File: src/rtl/prim_clock_gate_ctrl_pkg.sv
// Shared types and elaboration helpers for the gated-clock enable sequencer.
package prim_clock_gate_ctrl_pkg;

    typedef enum logic [1:0] {
        OFF  = 2'd0,
        WAKE = 2'd1,
        RUN  = 2'd2,
        IDLE = 2'd3
    } ctrl_state_e;

    function automatic int unsigned cnt_width(input int unsigned wake_cycles,
                                              input int unsigned idle_cycles);
        int unsigned m;
        m = (wake_cycles > idle_cycles) ? wake_cycles : idle_cycles;
        if (m < 32'd1) begin
            m = 32'd1;
        end
        return $clog2(m + 32'd1);
    endfunction

endpackage

File: src/rtl/prim_clock_gate_ctrl.sv
// Enable sequencer for one gated-clock domain: wakes on demand, acks once stable,
// and gates off after an idle hysteresis period. Runs on the free-running clock.
module prim_clock_gate_ctrl
    import prim_clock_gate_ctrl_pkg::*;
#(
    parameter int unsigned NumReq     = 4,
    parameter int unsigned WakeCycles = 2,
    parameter int unsigned IdleCycles = 16,
    parameter int unsigned CntW       = 16
) (
    input  logic              clk_i,
    input  logic              rst_ni,
    input  logic [NumReq-1:0] req_i,
    input  logic              force_on_i,
    input  logic              gate_cnt_clr_i,
    output logic [NumReq-1:0] ack_o,
    output logic              en_o,
    output logic [1:0]        state_o,
    output logic [CntW-1:0]   gate_cnt_o
);

    localparam int unsigned   CW        = cnt_width(WakeCycles, IdleCycles);
    localparam logic [CW-1:0] CNT_ZERO  = {CW{1'b0}};
    localparam logic [CW-1:0] CNT_ONE   = CW'(32'd1);
    localparam logic [CW-1:0] WAKE_LOAD = (WakeCycles > 32'd0) ? CW'(WakeCycles - 32'd1) : CNT_ZERO;
    localparam logic [CW-1:0] IDLE_LOAD = (IdleCycles > 32'd0) ? CW'(IdleCycles - 32'd1) : CNT_ZERO;
    localparam logic [CntW-1:0] GATE_ONE = CntW'(32'd1);

    ctrl_state_e     state_q;
    logic [CW-1:0]   cnt_q;
    logic            en_q;
    logic [CntW-1:0] gate_cnt_q;
    logic            wake_s;
    logic            go_off_s;

    assign wake_s = (|req_i) | force_on_i;

    // Flags the cycles that take the FSM into OFF, i.e. the gate-off events.
    always_comb begin
        go_off_s = 1'b0;
        case (state_q)
            RUN: begin
                if (!wake_s && (IdleCycles == 32'd0)) begin
                    go_off_s = 1'b1;
                end else begin
                    go_off_s = 1'b0;
                end
            end
            IDLE: begin
                if (!wake_s && (cnt_q == CNT_ZERO)) begin
                    go_off_s = 1'b1;
                end else begin
                    go_off_s = 1'b0;
                end
            end
            default: go_off_s = 1'b0;
        endcase
    end

    // Sequencer FSM with the shared down-counter; en_q stays a bare flop output.
    always_ff @(posedge clk_i or negedge rst_ni) begin
        if (!rst_ni) begin
            state_q <= OFF;
            cnt_q   <= CNT_ZERO;
            en_q    <= 1'b0;
        end else begin
            case (state_q)
                OFF: begin
                    if (wake_s) begin
                        en_q <= 1'b1;
                        if (WakeCycles == 32'd0) begin
                            state_q <= RUN;
                        end else begin
                            state_q <= WAKE;
                            cnt_q   <= WAKE_LOAD;
                        end
                    end
                end
                WAKE: begin
                    // Wake has no abort path: it always completes into RUN.
                    if (cnt_q == CNT_ZERO) begin
                        state_q <= RUN;
                    end else begin
                        cnt_q <= cnt_q - CNT_ONE;
                    end
                end
                RUN: begin
                    if (!wake_s) begin
                        if (IdleCycles == 32'd0) begin
                            state_q <= OFF;
                            en_q    <= 1'b0;
                        end else begin
                            state_q <= IDLE;
                            cnt_q   <= IDLE_LOAD;
                        end
                    end
                end
                IDLE: begin
                    // A wake on the final idle cycle wins, so en_q never dips.
                    if (wake_s) begin
                        state_q <= RUN;
                    end else if (cnt_q == CNT_ZERO) begin
                        state_q <= OFF;
                        en_q    <= 1'b0;
                    end else begin
                        cnt_q <= cnt_q - CNT_ONE;
                    end
                end
                default: begin
                    state_q <= OFF;
                    cnt_q   <= CNT_ZERO;
                    en_q    <= 1'b0;
                end
            endcase
        end
    end

    // Saturating gate-off event counter; a clear beats a same-cycle increment.
    always_ff @(posedge clk_i or negedge rst_ni) begin
        if (!rst_ni) begin
            gate_cnt_q <= {CntW{1'b0}};
        end else if (gate_cnt_clr_i) begin
            gate_cnt_q <= {CntW{1'b0}};
        end else if (go_off_s && (gate_cnt_q != {CntW{1'b1}})) begin
            gate_cnt_q <= gate_cnt_q + GATE_ONE;
        end else begin
            gate_cnt_q <= gate_cnt_q;
        end
    end

    assign en_o       = en_q;
    assign state_o    = state_q;
    assign gate_cnt_o = gate_cnt_q;
    assign ack_o      = ((state_q == RUN) || (state_q == IDLE)) ? req_i : {NumReq{1'b0}};

endmodule

File: config.mk
export PLATFORM = sky130hd
export DESIGN_NAME = prim_clock_gate_ctrl
export DESIGN_NICKNAME = d
export VERILOG_FILES = /design/src/rtl/prim_clock_gate_ctrl_pkg.sv /design/src/rtl/prim_clock_gate_ctrl.sv
export SDC_FILE = /design/constraint.sdc
export NUM_CORES = 1
export LEC_CHECK = 0
export ABC_AREA = 1
export BUFFER_PORTS_ARGS = -buffer_cell sky130_fd_sc_hd__buf_2
export CAP_MARGIN = 20
export CORE_MARGIN = 2
export CORE_UTILIZATION = 55
export CTS_CLUSTER_DIAMETER = 100
export DETAILED_ROUTE_END_ITERATION = 6
export HOLD_SLACK_MARGIN = 0.12
export PLACE_DENSITY_LB_ADDON = 0.1
export SLEW_MARGIN = 40
export SYNTH_ARGS = -nofsm -noshare
export SYNTH_HDL_FRONTEND = slang
export SYNTH_SLANG_ARGS = --single-unit
File: constraint.sdc
create_clock -name clk_i -period 1.9 [get_ports clk_i]
set_input_delay 0.19 -clock clk_i [delete_from_list [all_inputs] [get_ports clk_i]]
set_output_delay 0.19 -clock clk_i [all_outputs]
set_load 0.1 [all_outputs]
==> results.env <==
IRDROPWORSTVDD_mV=0.465
SETUP_TNS_PS=0
FINALCRITICALPERIOD_PS=1720
FIN_UTIL=0.657
MIN_TO='gate_cnt_o[7]'
SYNTHCELLS=231
CRITICAL_PATH.REG2REG.ENDPOINT='gate_cnt_o[9]'
IOS=31
REGTOREGSETUPSLACK_PS=180
TOP_ACHIEVABLE_CLOCK_SPEED_MHz=582
WORST-SLEW-PIN-TRANSITION_PS=539
WORST_SLACK_PS=182
GRT_START_MAX_NET_PINS=25
ROUTED_WIRELENGTH_UM=3390
TIMING.FINAL.SETUP_VIOLATIONS=0
HOLD_PATH_CLASS='in -> reg'
CLOCK_LATENCY_PS=320
FIRST_GLOBAL_VIAS=1303
CTS-BUFFERS-INSERTED=3
DP_HPWL_UM=2520
PATH_CLK_SLEW_PS=140
CLOCK-ROOT-BUFFER='clkbuf_4'
WORSTPATHMAXFANOUT=21
POST-PLACE-WS_PS=-11.6
DRC=0
CELL_VARIETY_AFTER_SYNTH=27
LAYOUT_OVERHEAD_ON_THE_SYNTHESIZED_AREA_PCT=14.8
SHARE_OF_LAYOUT_CELLS_ABOVE_DRIVE_STRENGTH_1=0.336
TIMING.HOLD.WORST.START='gate_cnt_clr_i'
GRT_SETUP_UNREPAIRED='false'
FINAL_NETS=274
TOTALPOWERFINAL_uW=1090
STATUS='finished, final reports clean'
FINAL_MAX_SLEW_VIOL_COUNT=0
SYN_NETS=242
SYN_AREA_PER_CELL_UM2=7.50
CTS_TREE='yes'
POWER_LEAKAGE_uW=0.000932
COREAREA_UM2=3030
CLOCK_SINKS=24
GRT_OVERFLOW=0
MAX_TRANSITION_MARGIN=0.640
DIE_WIDTH_UM=60.1
DETAIL_ROUTE.VIAS_PER_CELL=4.97
REG2REGPATHDEPTH=9
POST-ROUTE-CELL-AREA_UM2=1990
HOLD-PATH-CELL-COUNT=4
SYN_AREA_UM2=1730
VIAS_AFTER_DETAILED_ROUTING=1521
DPL-INSTANCE-AREA_UM2=1910
TIMING.SETUP.CRITICAL_PATH_CLASS='reg -> reg'
SKEW_PS=6.90
SYNTH-WARNING-COUNT=0
FP.DIEH_UM=60.1
CTS.PATH.MAX_BUFFERS=2
YS_SEQ_ELEMENTS=24
NUMBER_OF_DRC_VIOLATIONS_AFTER_DETAILED_ROUTING_ITERATION_0=67
POWER_DENSITY_OF_THE_PLACED_CELLS_nW_PER_UM2=550
WORSTSETUPENDPOINTTYPE='flip-flop'
REPORT.FINAL.HOLD_VIOL_COUNT=0
DIE-AREA_UM2=3610
REG2REG_FROM='cnt_q[0]'
ROW_COUNT=20
INITIAL_CELL_DENSITY_OF_THE_CORE=0.572
DETAIL_ROUTE.FIRST_PASS.ITERATIONS=6
GLOBAL_ROUTE_WIRE_LENGTH_BEFORE_REPAIR_UM=5750
ANTENNA_FOUND_INITIAL=0
SEQ_AREA_FRAC_SYNTH=0.347
GRT_USAGE=0.208
CRITPATHARRIVALTIME_PS=1940
FINAL_GP_CONGESTION=0.818
ANTENNA-DIODE-COUNT=0
CTS_H_TREE_DEPTH=1
PORTBUFFERS=30
ROUTE.ANTENNA.REMAINING_NETS=0
MAX_CAP_VIOL_COUNT=0
LAYOUT_WORST_PATH_CYCLE_SHARE=0.904
TIMING.CRITICAL_PATH.FROM_TYPE='flip-flop'
WIRE_PER_INST_UM=11.1
TIMING.CRITICAL_PATH.REQUIRED_PS=2120
## repair_timing
item	CTS	global route
hold buffers	1	0
hold endpoints to repair	24	0
setup endpoints to repair	11	13
gates resized for setup	1	2
pin swaps	0	0
setup buffers	0	0
## layer usage
layer	vias to the layer above	part of all wire	GRT usage
met4	0	0.0038	0.0286
met2	28	0.49	0.360
met3	2	0.027	0.0390
li1	811	-	-
met5	-	0	0
met1	680	0.48	0.275
## where the power goes
part | switching (uW) | leakage, uW | internal [uW]
sequential | 13.7 | 0.000297 | 535
clock | 164 | 0.0000279 | 213
combinational | 122 | 0.000608 | 45.7
## how the worst max path moves through the flow
stage / start / to / cells after the start
finish: cnt_q[0] / gate_cnt_o[9] / 9
CTS: gate_cnt_o[1] / gate_cnt_o[9] / 10
detailed placement: cnt_q[0] / gate_cnt_o[11] / 8
global route: cnt_q[0] / gate_cnt_o[8] / 9
global placement: cnt_q[0] / gate_cnt_o[10] / 8
floorplan: gate_cnt_o[13] / gate_cnt_o[5] / 8
## Yosys cell counts
library cell  count  share of area
xor2_1            1         0.0051
a21oi_1           4          0.012
inv_2             2         0.0043
buf_4             1         0.0043
inv_4             1         0.0036
nor2_2            2         0.0072
inv_1            26          0.056
buf_2             3         0.0087
xnor2_1           1         0.0051
o21bai_1          3          0.013
buf_12            2          0.023
dfrtp_1          24           0.35
nand3_2          16          0.092
nand3b_1          1         0.0043
nor2_4            4          0.026
o21ai_0          12          0.035
clkbuf_2          1         0.0029
o21ai_2           5          0.025
a22oi_1           1         0.0043
clkbuf_4          1         0.0043
nand2_2           3          0.011
nand4_1          10          0.036
nand2_1          61           0.13
nor2_1           22          0.048
ha_1              3          0.022
nand3_1          19          0.055
nand2_4           2          0.013
## state kept, by name (all words and copies together) (netlist names)
name        flops
cnt_q           5
en_o            1
gate_cnt_o     16
state_o         2
## cell type report
cell class              count  area (um^2)
fillers                   285         1040
flip-flops and latches     24          618
inverters                  29          111
multi-input cells         170          961
clock inverters             1         30.0
repair buffers             35          190
clock buffers               3         22.5
well taps                  44         55.1
## critical path: stages (launching register included)
cell,delay [ps]
dfrtp_1,400
inv_1,130
ha_1,160
nand2_1,60
nor2_2,160
nand2_1,100
nor2_2,250
nand2_8,190
nand3_2,110
o21ai_2,50
## per-stage QoR
step,hold slack (ps),instances
after global placement,206,301
after floorplan,-106,231
after detailed placement,207,301
after global routing,193,306
after CTS,171,306
final,182,306
## cell usage in the layout, fill, tap and decap left out
| cell type | netlist | routed |
|---|---|---|
| nand3_1 | 19 | 19 |
| nand4_1 | 10 | 10 |
| inv_4 | 1 | 1 |
| clkbuf_4 | 1 | 3 |
| xor2_1 | 1 | 1 |
| inv_1 | 26 | 26 |
| nor2_4 | 4 | 5 |
| a21oi_1 | 4 | 4 |
| nand2_4 | 2 | 1 |
| nor2_2 | 2 | 2 |
| xnor2_1 | 1 | 1 |
| buf_4 | 1 | 4 |
| nand2_2 | 3 | 3 |
| dfrtp_1 | 24 | 10 |
| dfrtp_2 | 0 | 14 |
| buf_2 | 3 | 30 |
| nand2_8 | 0 | 1 |
| bufinv_16 | 0 | 1 |
| nand3_2 | 16 | 16 |
| nand3b_1 | 1 | 1 |
| o21ai_2 | 5 | 5 |
| dlygate4sd3_1 | 0 | 1 |
| inv_2 | 2 | 2 |
| a22oi_1 | 1 | 1 |
| nor2_1 | 22 | 21 |
| o21bai_1 | 3 | 3 |
| ha_1 | 3 | 3 |
| nand2_1 | 61 | 61 |
| o21ai_0 | 12 | 12 |
## cells by family after synthesis
kind of cell	after synthesis	synth area share
simple gates	140	0.425
compound gates	25	0.0889
flops	24	0.347
xor+xnor	2	0.0101
fa+ha+maj	3	0.0217
buf+inv	37	0.108
(Power assumes the default switching activity.)
